`src/rtl/rtl_kernel_wizard_0_example_wr_resp_tracker.sv`:
```
// Write-response tracker for the kernel AXI4 write master.
// Counts AW issues and B retirements, gates AW on credit, pulses done.
module rtl_kernel_wizard_0_example_wr_resp_tracker #(
  parameter  int C_NUM_WIDTH       = 32,
  parameter  int C_MAX_OUTSTANDING = 16,
  localparam int C_OUT_WIDTH       = $clog2(C_MAX_OUTSTANDING+1)
) (
  input  logic                   clk,
  input  logic                   rst_n,
  input  logic                   ctrl_start,
  input  logic [C_NUM_WIDTH-1:0] num_txn,
  input  logic                   aw_hs,
  input  logic                   b_hs,
  input  logic [1:0]             bresp,
  output logic                   issue_allow,
  output logic [C_OUT_WIDTH-1:0] outstanding,
  output logic                   ctrl_done,
  output logic                   idle,
  output logic                   proto_err,
  output logic                   resp_err
);

  typedef enum logic [1:0] {
    S_IDLE,
    S_RUN,
    S_DONE
  } state_t;

  localparam logic [C_OUT_WIDTH-1:0] MAX_OUT =
    C_OUT_WIDTH'(C_MAX_OUTSTANDING);
  localparam logic [C_NUM_WIDTH-1:0] ONE = C_NUM_WIDTH'(1);

  state_t                 state, state_n;
  logic [C_NUM_WIDTH-1:0] rem_issue, rem_issue_n;
  logic [C_NUM_WIDTH-1:0] rem_resp, rem_resp_n;
  logic [C_OUT_WIDTH-1:0] out_q, out_n;
  logic                   perr_q, perr_n;
  logic                   rerr_q, rerr_n;
  logic                   allow;
  logic                   aw_ok;
  logic                   b_ok;

  // Credit gate depends on registered state only
  assign allow = (state == S_RUN) &&
                 (rem_issue != '0) &&
                 (out_q < MAX_OUT);

  assign aw_ok = aw_hs && allow;
  assign b_ok  = b_hs && (state == S_RUN) &&
                 (out_q != '0);

  assign issue_allow = allow;
  assign outstanding = out_q;
  assign ctrl_done   = (state == S_DONE);
  assign idle        = (state == S_IDLE);
  assign proto_err   = perr_q;
  assign resp_err    = rerr_q;

  always_ff @(posedge clk or negedge rst_n) begin
    if (!rst_n) begin
      state     <= S_IDLE;
      rem_issue <= '0;
      rem_resp  <= '0;
      out_q     <= '0;
      perr_q    <= 1'b0;
      rerr_q    <= 1'b0;
    end else begin
      state     <= state_n;
      rem_issue <= rem_issue_n;
      rem_resp  <= rem_resp_n;
      out_q     <= out_n;
      perr_q    <= perr_n;
      rerr_q    <= rerr_n;
    end
  end

  always_comb begin
    state_n     = state;
    rem_issue_n = rem_issue;
    rem_resp_n  = rem_resp;
    out_n       = out_q;
    perr_n      = perr_q;
    rerr_n      = rerr_q;
    unique case (state)
      S_IDLE: begin
        if (ctrl_start) begin
          rem_issue_n = num_txn;
          rem_resp_n  = num_txn;
          out_n       = '0;
          perr_n      = 1'b0;
          rerr_n      = 1'b0;
          state_n     = (num_txn == '0) ? S_DONE : S_RUN;
        end
        if (aw_hs || b_hs) begin
          perr_n = 1'b1;
        end
      end
      S_RUN: begin
        if (aw_hs && !aw_ok) begin
          perr_n = 1'b1;
        end
        if (b_hs && !b_ok) begin
          perr_n = 1'b1;
        end
        if (b_hs && (bresp != 2'b00)) begin
          rerr_n = 1'b1;
        end
        if (aw_ok) begin
          rem_issue_n = rem_issue - ONE;
        end
        if (b_ok) begin
          rem_resp_n = rem_resp - ONE;
        end
        unique case ({aw_ok, b_ok})
          2'b10:   out_n = out_q + 1'b1;
          2'b01:   out_n = out_q - 1'b1;
          default: out_n = out_q;
        endcase
        if (b_ok && (rem_resp == ONE)) begin
          state_n = S_DONE;
        end
      end
      S_DONE: begin
        state_n = S_IDLE;
      end
      default: begin
        state_n = S_IDLE;
      end
    endcase
  end

endmodule

```
`config.mk`:
```
export PLATFORM = sky130hd
export DESIGN_NAME = rtl_kernel_wizard_0_example_wr_resp_tracker
export DESIGN_NICKNAME = d
export VERILOG_FILES = /design/src/rtl/rtl_kernel_wizard_0_example_wr_resp_tracker.sv
export SDC_FILE = /design/constraint.sdc
export NUM_CORES = 1
export LEC_CHECK = 0
export BUFFER_PORTS_ARGS = -buffer_cell sky130_fd_sc_hd__buf_2
export CAP_MARGIN = 20
export CORE_ASPECT_RATIO = 0.7
export CORE_MARGIN = 1.5
export CORE_UTILIZATION = 35
export DETAILED_ROUTE_END_ITERATION = 10
export GPL_ROUTABILITY_DRIVEN = 0
export SYNTH_ARGS = -nofsm -noshare
export SYNTH_HDL_FRONTEND = slang
export SYNTH_SLANG_ARGS = --single-unit
```
`constraint.sdc`:
```
create_clock -name clk -period 8.8 [get_ports clk]
set_clock_uncertainty 0.1 [all_clocks]
set_input_delay 0.88 -clock clk [delete_from_list [all_inputs] [get_ports clk]]
set_output_delay 0.88 -clock clk [all_outputs]
set_load 0.01 [all_outputs]
```
==> summary.txt, run 1 <==
Worst setup path class = reg2out
CORE AREA = 12680 um2
Fmax = 257.3 MHz
Vias in the first global route = 4507
Initial Util = 0.3664
Final nets = 641
Overall Power = 1964 uW
Port-buffer cells = 48
Ys async rst share = 1.000
Layout cells sized above 1 = 0.1333
HPWL Detailed = 10360 um
Setup crit end kind = output port
Hold Crit Class = reg2reg
Required time worst endpoint = 7.82 ns
Crit Path Max Fanout = 5
Pre-CTS WS = 5.023 ns
Num ports = 49
Initial drt markers = 494
Sequential area share after synthesis = 0.3933
Worst-Skew Late Latency = 0.35 ns
Max Buffers Root-to-Sink = 2
Initial antenna violation count = 0
EDFF count, synth = 0
Post-route cell area = 5275 um2
Final WS setup = 4.914 ns
Via Count = 4691
Clock buffer count from CTS = 9
Resized cells post-CTS = 0
Outcome = finished, final reports clean
Most frequent cells in the layout = dfrtp_1, o21ai_0, a21oi_1, nor2_1, buf_2
Placed inst area = 5007 um2
WL/cell = 19.40 um
YS warnings = 0
Power density cells = 372.4 nW/um2
Largest net degree at the start of global routing = 87
Slew headroom = 0.3133
Fillcell total = 1275
Die Y = 99.38 um
Sequential cell area = 1827 um2
Final Hold Fails = 0
Final min period = 3.886 ns
Clock transition at path regs = 0.06 ns
Most common cell after layout, fill and taps aside = dfrtp_1
Slowest cell on crit path = nor4_2
Reg2Reg Setup Slack = 4.97 ns
Die span in x = 140.7 um
Clock net sink count = 73
Mapped Cells = 565
Combinational power share = 0.477
Cells along the critical path = inv_1, ha_1, or3b_2, nor4_2, a41oi_1, and2_1, buf_2
Slew Limit Fails = 0
Die area = 13980 um2
Multi-input combinational cell area = 2641 um2
Diode count = 0
Post-CTS setup-driven buffer insertion count = 0
Part of the power in the clock network = 0.175
DRC = 0
Fin crit share = 0.4416
Seq cells post-synth = 73
Critical path arrival = 2.91 ns
GRT Residual Overflow = 0
Syn nets = 611
Leak Pwr = 0.002065 uW
CTS tree = done
Switching Fraction = 0.4620
Drt via density = 6.156
Pint = 1057 uW
CP peak stage delay = 0.55 ns
Synthesized area = 4644 um2
CP startpoint kind = flop
Clk root buf = clkbuf_16
Hold Buf Count CTS = 0
Layout area overhead = 13.58%
MaxCap Viol Count = 0
Slew @ Worst Pin = 1.030 ns
H-tree depth = 3
Top_reg_cell synth = dfrtp_1
Synth unique cells = 58
GR Util All Layers = 0.2213
Fraction of power consumed by sequential logic = 0.348
TNS Setup = 0 ns
Final ANT Viol Nets = 0
RSZ-0062 raised after global routing = false
Fin util = 0.4161
WL final = 14780 um
Setup Viol. Count Final = 0
First-pass GRT wire length = 24060 um
Num rows = 34
Synthesized area per cell = 8.220 um2
Maximum VDD drop = 123.1 uV
DRT Pass-1 Iters = 5
NetSw = 907.4 uW
## routing by layer
| metal | share of wire | track usage | up-vias |
|---|---|---|---|
| li1 | - | - | 2208 |
| met1 | 0.48 | 0.3147 | 2300 |
| met2 | 0.43 | 0.3213 | 162 |
| met3 | 0.076 | 0.06740 | 21 |
| met4 | 0.018 | 0.06971 | 0 |
| met5 | 0 | 0 | - |
## power groups by stage
stage | Clock [uW] | Combinational (uW) | Sequential (uW)
2_1_floorplan | 0 | 715 | 628
5_1_grt | 364 | 1060 | 709
6_report | 343 | 938 | 684
4_1_cts | 350 | 931 | 678
3_3_place_gp | 0 | 897 | 668
3_5_place_dp | 0 | 927 | 680
## registers in the layout, summed over array words and instances (netlist names)
register and count:
state 2, resp_err 1, proto_err 1, outstanding 5, rem_resp 32, rem_issue 32
## critical path, delay by kind of cell, from the launching register on
kind	cells	cell delay, ns
buf+inv	2	0.23
compound gates	1	0.40
simple gates	3	1.33
flops	1	0.42
fa+ha+maj	1	0.19
## cell type report
| type | count | area share |
|---|---|---|
| clock inverters | 2 | 0.002609 |
| clock buffers | 14 | 0.04815 |
| repair buffers | 52 | 0.05171 |
| flip-flops and latches | 73 | 0.3463 |
| well taps | 162 | 0.03842 |
| multi-input cells | 442 | 0.5007 |
| inverters | 17 | 0.01210 |
## Yosys cell counts, types with 6 or more instances
| library cell | count | area share |
|---|---|---|
| o31ai_1 | 7 | 0.011 |
| o21ai_0 | 63 | 0.068 |
| nand3_1 | 10 | 0.011 |
| dfrtp_1 | 73 | 0.39 |
| nor4_1 | 17 | 0.023 |
| nor2_1 | 54 | 0.044 |
| a31oi_1 | 11 | 0.015 |
| a22o_1 | 13 | 0.025 |
| nor3_1 | 26 | 0.028 |
| inv_1 | 17 | 0.014 |
| o22ai_1 | 7 | 0.0094 |
| or3_1 | 9 | 0.012 |
| or4_1 | 7 | 0.011 |
| o22a_1 | 10 | 0.019 |
| a21oi_1 | 55 | 0.059 |
| a21o_1 | 7 | 0.011 |
| nand4_1 | 7 | 0.0094 |
| ha_1 | 6 | 0.016 |
| nand2_1 | 47 | 0.038 |
| clkbuf_1 | 27 | 0.022 |
| a22oi_1 | 8 | 0.013 |
## logic make-up after synthesis
logic type | Yosys count | synth area share
adders and majority gates | 7 | 0.02047
and+or+nand+nor | 202 | 0.2187
AOI/OAI and AO/OA | 228 | 0.3152
DFF | 73 | 0.3933
xor gates and xnor gates | 3 | 0.005658
buffers and inverters | 50 | 0.04203
muxes | 2 | 0.004580
## stage by stage
| step | std cells | hold slack (ns) |
|---|---|---|
| 2_1_floorplan | 565 | 0.3410 |
| 3_3_place_gp | 746 | 0.3567 |
| 3_5_place_dp | 746 | 0.3670 |
| 4_1_cts | 762 | 0.3800 |
| 5_1_grt | 762 | 0.3867 |
| 6_report | 762 | 0.3752 |
## path summary, 6_finish.rpt
path | from | endpoint | cells after the start
max reg2reg | rem_issue[0] | outstanding[4] | 14
max | rem_issue[0] | issue_allow | 7
min | rem_issue[30] | rem_issue[30] | 1
min reg2reg | rem_issue[30] | rem_issue[30] | 1
max in group asynchronous | rst_n | rem_issue[12] | 1
min in group asynchronous | rst_n | resp_err | 1
Power figures use the tool's default switching activity.
==> run 2, diff against run 1 <==
Clock period 8.8 ns to 3.45 ns, I/O delays scaled along.
==> summary.txt, run 2 (same netlist as run 1, synthesis figures left out) <==
Placed inst area = 5130 um2 (+2.4%)
Slew Limit Fails = 0 (unchanged)
Setup crit end kind = flop
Max Buffers Root-to-Sink = 2 (unchanged)
DRC = 0 (unchanged)
Switching Fraction = 0.4535 (-0.008540)
Fillcell total = 1256 (-1.5%)
NetSw = 2333 uW (+160%)
Via Count = 4769 (+1.7%)
Clk root buf = clkbuf_16
Leak Pwr = 0.002149 uW (+4.1%)
Clock net sink count = 73 (unchanged)
Hold Crit Class = in2async
R2R cell count = 13 (-1)
Num ports = 49 (unchanged)
Worst setup path class = reg2reg
Post-route cell area = 5418 um2 (+2.7%)
Final min period = 3.235 ns
Required time worst endpoint = 3.59 ns (-4.23 ns)
Fin util = 0.4274 (+0.01125)
Power density cells = 949.8 nW/um2 (+160%)
Final nets = 654 (+2.0%)
HPWL Detailed = 10470 um (+1.1%)
Overall Power = 5146 uW (+160%)
GRT Residual Overflow = 0 (unchanged)
Crit Path Max Fanout = 4 (-1)
Maximum VDD drop = 403.3 uV (+230%)
H-tree depth = 3 (unchanged)
MaxCap Viol Count = 0 (unchanged)
Most frequent cells in the layout = dfrtp_1, o21ai_0, a21oi_1, nor2_1, buf_2
Post-CTS setup-driven buffer insertion count = 0 (unchanged)
Part of the power in the clock network = 0.176 (about the same)
Port-buffer cells = 48 (unchanged)
WL/cell = 18.96 um (-2.3%)
CP startpoint kind = flop
TNS Setup = 0 ns (unchanged)
Die Y = 99.38 um (unchanged)
Fraction of power consumed by sequential logic = 0.336 (-0.012)
Final ANT Viol Nets = 0 (unchanged)
Die span in x = 140.7 um (unchanged)
Diode count = 0 (unchanged)
Die area = 13980 um2 (unchanged)
Pint = 2812 uW (+170%)
Final Hold Fails = 0 (unchanged)
Vias in the first global route = 4432 (-1.7%)
Num rows = 34 (unchanged)
Initial Util = 0.3664 (unchanged)
First-pass GRT wire length = 23600 um (-1.9%)
Slew @ Worst Pin = 0.9652 ns (-0.06487 ns)
Clock transition at path regs = 0.06 ns (about the same)
Initial drt markers = 685 (+39%)
WL final = 14680 um (-0.72%)
Layout cells sized above 1 = 0.1569 (+0.02353)
CTS tree = done
Clock buffer count from CTS = 9 (unchanged)
Fmax = 309.1 MHz
DRT Pass-1 Iters = 6 (+1)
Setup Viol. Count Final = 0 (unchanged)
GR Util All Layers = 0.2159 (-0.005430)
Critical path arrival = 3.38 ns (+0.47 ns)
Largest net degree at the start of global routing = 87 (unchanged)
Combinational power share = 0.488 (+0.011)
Layout area overhead = 16.65%
Slew headroom = 0.3566 (+0.04325)
RSZ-0062 raised after global routing = false
Initial antenna violation count = 0 (unchanged)
Drt via density = 6.161 (about the same)
CORE AREA = 12680 um2 (unchanged)
Outcome = finished, final reports clean
Most common cell after layout, fill and taps aside = dfrtp_1
Fin crit share = 0.9376
Worst-Skew Late Latency = 0.34 ns (about the same)
==> run 2: cell count changes in the layout (fill, tap and decap cells not counted), sizes merged <==
cell      change
clkinv        -1
buf          +13
clkinvlp      +1
clkbuf        -1
==> run 2: area by class of cell <==
class	instances	area (um2)	share of cell area
clock buffer	13	270.3	0.04988
clock inverter	2	12.51	0.002309
inverter	17	63.81	0.01178
multi-input combinational	442	2646	0.4885
sequential	73	1827	0.3372
tap	162	202.7	0.03741
timing repair buffer	65	395.4	0.07298
==> run 2: worst paths after layout <==
kind                               startpoint              to  slack, ns
worst max register to register  rem_issue[13]  outstanding[4]       0.22
min in group clk                     bresp[0]        resp_err       0.20
worst min-delay path                    rst_n        resp_err       0.06
max in group asynchronous               rst_n   rem_issue[20]       2.57
worst min register to register  rem_issue[30]   rem_issue[30]       0.38
worst max-delay path            rem_issue[13]  outstanding[4]       0.22
==> run 2: per-layer routing <==
metal | vias up | global-route usage | share of wire
li1 | 2233 | - | -
met1 | 2283 | 0.3221 | 0.47
met2 | 221 | 0.3145 | 0.42
met3 | 32 | 0.04381 | 0.092
met4 | 0 | 0.06170 | 0.016
met5 | - | 0 | 0
==> run 2: what timing repair did <==
item | in CTS | in global routing
resized for setup | 0 | 3
hold buffers | 0 | 0
setup endpoints to repair | 0 | 1
==> run 2: through the flow <==
| stage | hold slack [ns] | std cells | setup WS (ns) |
|---|---|---|---|
| floorplan | -0.05059 | 565 | 0.1620 |
| global placement | 0.3677 | 759 | 0.2527 |
| detailed placement | 0.3710 | 759 | 0.1479 |
| CTS | 0.1109 | 774 | 0.08636 |
| global route | 0.1585 | 774 | 0.02893 |
| finish | 0.06198 | 774 | 0.2153 |
==> run 2: worst max-delay path, cell delays in order (launching register included) <==
cell and delay, ns:
dfrtp_1 0.40, or3_1 0.42, nor4bb_1 0.34, buf_4 0.19, a41oi_1 0.15, nor2_1 0.16, nand2_1 0.11, inv_1 0.12
ha_1 0.27, nor2b_1 0.14, o21ai_1 0.15, a21oi_1 0.12, o41a_1 0.39, o31ai_1 0.07
==> run 2: power by group through the flow <==
stage	registers, uW	clock network [uW]	logic, uW
finish	1730	908	2510
global route	1790	952	2780
CTS	1710	917	2480
detailed placement	1720	0	2470
global placement	1700	0	2400
floorplan	1600	0	1820
==> run 3, diff against run 2 <==
Settings changed: HOLD_SLACK_MARGIN set to 0.15.
==> summary.txt, run 3 (same netlist as run 1, synthesis figures left out) <==
Outcome = finished, final reports clean
Pint = 2813 uW (about the same)
Cells along the critical path = or3_1, nor4bb_1, buf_4, a41oi_1, nor2_1, nand2_1, inv_1, ha_1, nor2b_1, o21ai_1, a21oi_1, o41a_1, o31ai_1
Crit Path Max Fanout = 4 (unchanged)
Final nets = 655 (+0.15%)
Maximum VDD drop = 403.8 uV (+0.12%)
Multi-input combinational cell area = 2646 um2 (unchanged)
Fraction of power consumed by sequential logic = 0.336 (about the same)
Max Buffers Root-to-Sink = 2 (unchanged)
Worst-Skew Late Latency = 0.34 ns (about the same)
R2R cell count = 13 (unchanged)
Reg2Reg Setup Slack = 0.22 ns (about the same)
Initial Util = 0.3664 (unchanged)
Worst r2r src = rem_issue[13]
RSZ-0062 raised after global routing = false
CP peak stage delay = 0.42 ns (about the same)
TNS Setup = 0 ns (unchanged)
WL/cell = 19.12 um (+0.86%)
Slowest cell on crit path = or3_1
Num ports = 49 (unchanged)
CP Buf/Inv Count = 2 (unchanged)
Die Y = 99.38 um (unchanged)
Setup crit end kind = flop
First-pass GRT wire length = 23600 um (unchanged)
Final min period = 3.226 ns (-0.008399 ns)
CP top delay family = simple AND/OR/NAND/NOR gates
Most common cell after layout, fill and taps aside = dfrtp_1
Most frequent cells in the layout = dfrtp_1, o21ai_0, a21oi_1, nor2_1, buf_2
Required time worst endpoint = 3.59 ns (about the same)
GRT Residual Overflow = 0 (unchanged)
Die area = 13980 um2 (unchanged)
Setup Viol. Count Final = 0 (unchanged)
WP depth = 13 (unchanged)
Slew headroom = 0.3570 (+0.0004020)
Combinational power share = 0.488 (about the same)
Fin util = 0.4281 (+0.0007890)
Via Count = 4789 (+0.42%)
Die span in x = 140.7 um (unchanged)
Sequential cell area = 1827 um2 (unchanged)
Clk root buf = clkbuf_16
Final Hold Fails = 0 (unchanged)
Drt via density = 6.179 (+0.29%)
Port-buffer cells = 48 (unchanged)
WL final = 14820 um (+0.99%)
DRC = 0 (unchanged)
CP Launch Point = rem_issue[13]
Pre-CTS WS = 0.1479 ns (unchanged)
CP startpoint kind = flop
HPWL Detailed = 10470 um (unchanged)
Layout cells sized above 1 = 0.1566 (-0.0002559)
Hold Crit Class = in2reg
Initial drt markers = 621 (-9.3%)
Fmax = 310.0 MHz (+0.26%)
Critical path arrival = 3.37 ns (about the same)
Clock transition at path regs = 0.06 ns (about the same)
Leak Pwr = 0.002154 uW (+0.19%)
Initial antenna violation count = 0 (unchanged)
Clock buffer count from CTS = 9 (unchanged)
CORE AREA = 12680 um2 (unchanged)
Diode count = 0 (unchanged)
Layout area overhead = 16.86%
DRT Pass-1 Iters = 6 (unchanged)
MaxCap Viol Count = 0 (unchanged)
Clock net sink count = 73 (unchanged)
Fin crit share = 0.9352 (-0.002434)
Fillcell total = 1255 (-0.080%)
Slew Limit Fails = 0 (unchanged)
GR Util All Layers = 0.2159 (unchanged)
Post-CTS setup-driven buffer insertion count = 0 (unchanged)
Final ANT Viol Nets = 0 (unchanged)
Largest net degree at the start of global routing = 87 (unchanged)
NetSw = 2338 uW (+0.21%)
CTS tree = done
H-tree depth = 3 (unchanged)
Part of the power in the clock network = 0.176 (about the same)
Vias in the first global route = 4432 (unchanged)
Switching Fraction = 0.4539 (about the same)
Setup crit end = outstanding[4]
Reg2reg end = outstanding[4]
Final Hold Slack = 0.2019 ns (+0.1399 ns)
Slew @ Worst Pin = 0.9646 ns (-0.0006034 ns)
Final WS setup = 0.2237 ns (+0.008399 ns)
Worst setup path class = reg2reg
Num rows = 34 (unchanged)
Power density cells = 949.1 nW/um2 (about the same)
run 3: cell types whose count changed in the layout (fill, tap and decap cells not counted), sizes merged:
cell         before  now
dlygate4sd3       0    1
run 3: worst min path at each step:
stage | start | end | cells past startpoint | slack [ns]
6_report | bresp[0] | resp_err | 3 | 0.20
5_1_grt | num_txn[31] | rem_resp[31] | 2 | 0.22
4_1_cts | bresp[0] | resp_err | 3 | 0.20
3_5_place_dp | rem_resp[11] | rem_resp[11] | 1 | 0.37
3_3_place_gp | rem_resp[11] | rem_resp[11] | 1 | 0.37
2_1_floorplan | rst_n | outstanding[0] | 0 | -0.05
run 3: metal layers:
metal	GRT usage	vias up	share of wire
li1	-	2231	-
met2	0.3145	229	0.43
met5	0	-	0
met3	0.04381	22	0.078
met4	0.06170	0	0.012
met1	0.3221	2307	0.48
run 3: repair_timing:
| action | CTS | global route |
|---|---|---|
| endpoints found under the setup margin | 0 | 1 |
| hold endpoints to repair | 73 | 0 |
| hold buffers | 1 | 0 |
| gates resized for setup | 0 | 3 |
run 3: area by class of cell:
cell class / count / share of cell area
clock buffers: 13 / 0.04979
clock inverters: 2 / 0.002305
inverters: 17 / 0.01176
multi-input cells: 442 / 0.4876
flip-flops and latches: 73 / 0.3366
well taps: 162 / 0.03734
repair buffers: 66 / 0.07469
run 3: worst register-to-register path, stage by stage (launching register included):
cell and delay [ns]:
dfrtp_1 0.40, or3_1 0.42, nor4bb_1 0.34, buf_4 0.19
a41oi_1 0.15, nor2_1 0.16, nand2_1 0.11, inv_1 0.12
ha_1 0.27, nor2b_1 0.14, o21ai_1 0.15, a21oi_1 0.12
o41a_1 0.39, o31ai_1 0.07
run 3: power groups by stage:
stage / Sequential, uW / Clock (uW) / Combinational (uW)
after global routing: 1790 / 952 / 2780
final: 1730 / 906 / 2510
after floorplan: 1600 / 0 / 1820
after global placement: 1700 / 0 / 2400
after detailed placement: 1720 / 0 / 2470
after CTS: 1710 / 917 / 2480
run 3: stage by stage:
stage / total power, uW / cells / area [um2]
finish: 5151 / 775 / 5428
global route: 5531 / 775 / 5428
CTS: 5108 / 775 / 5423
detailed placement: 4183 / 759 / 5130
global placement: 4101 / 759 / 5130
floorplan: 3428 / 565 / 4644
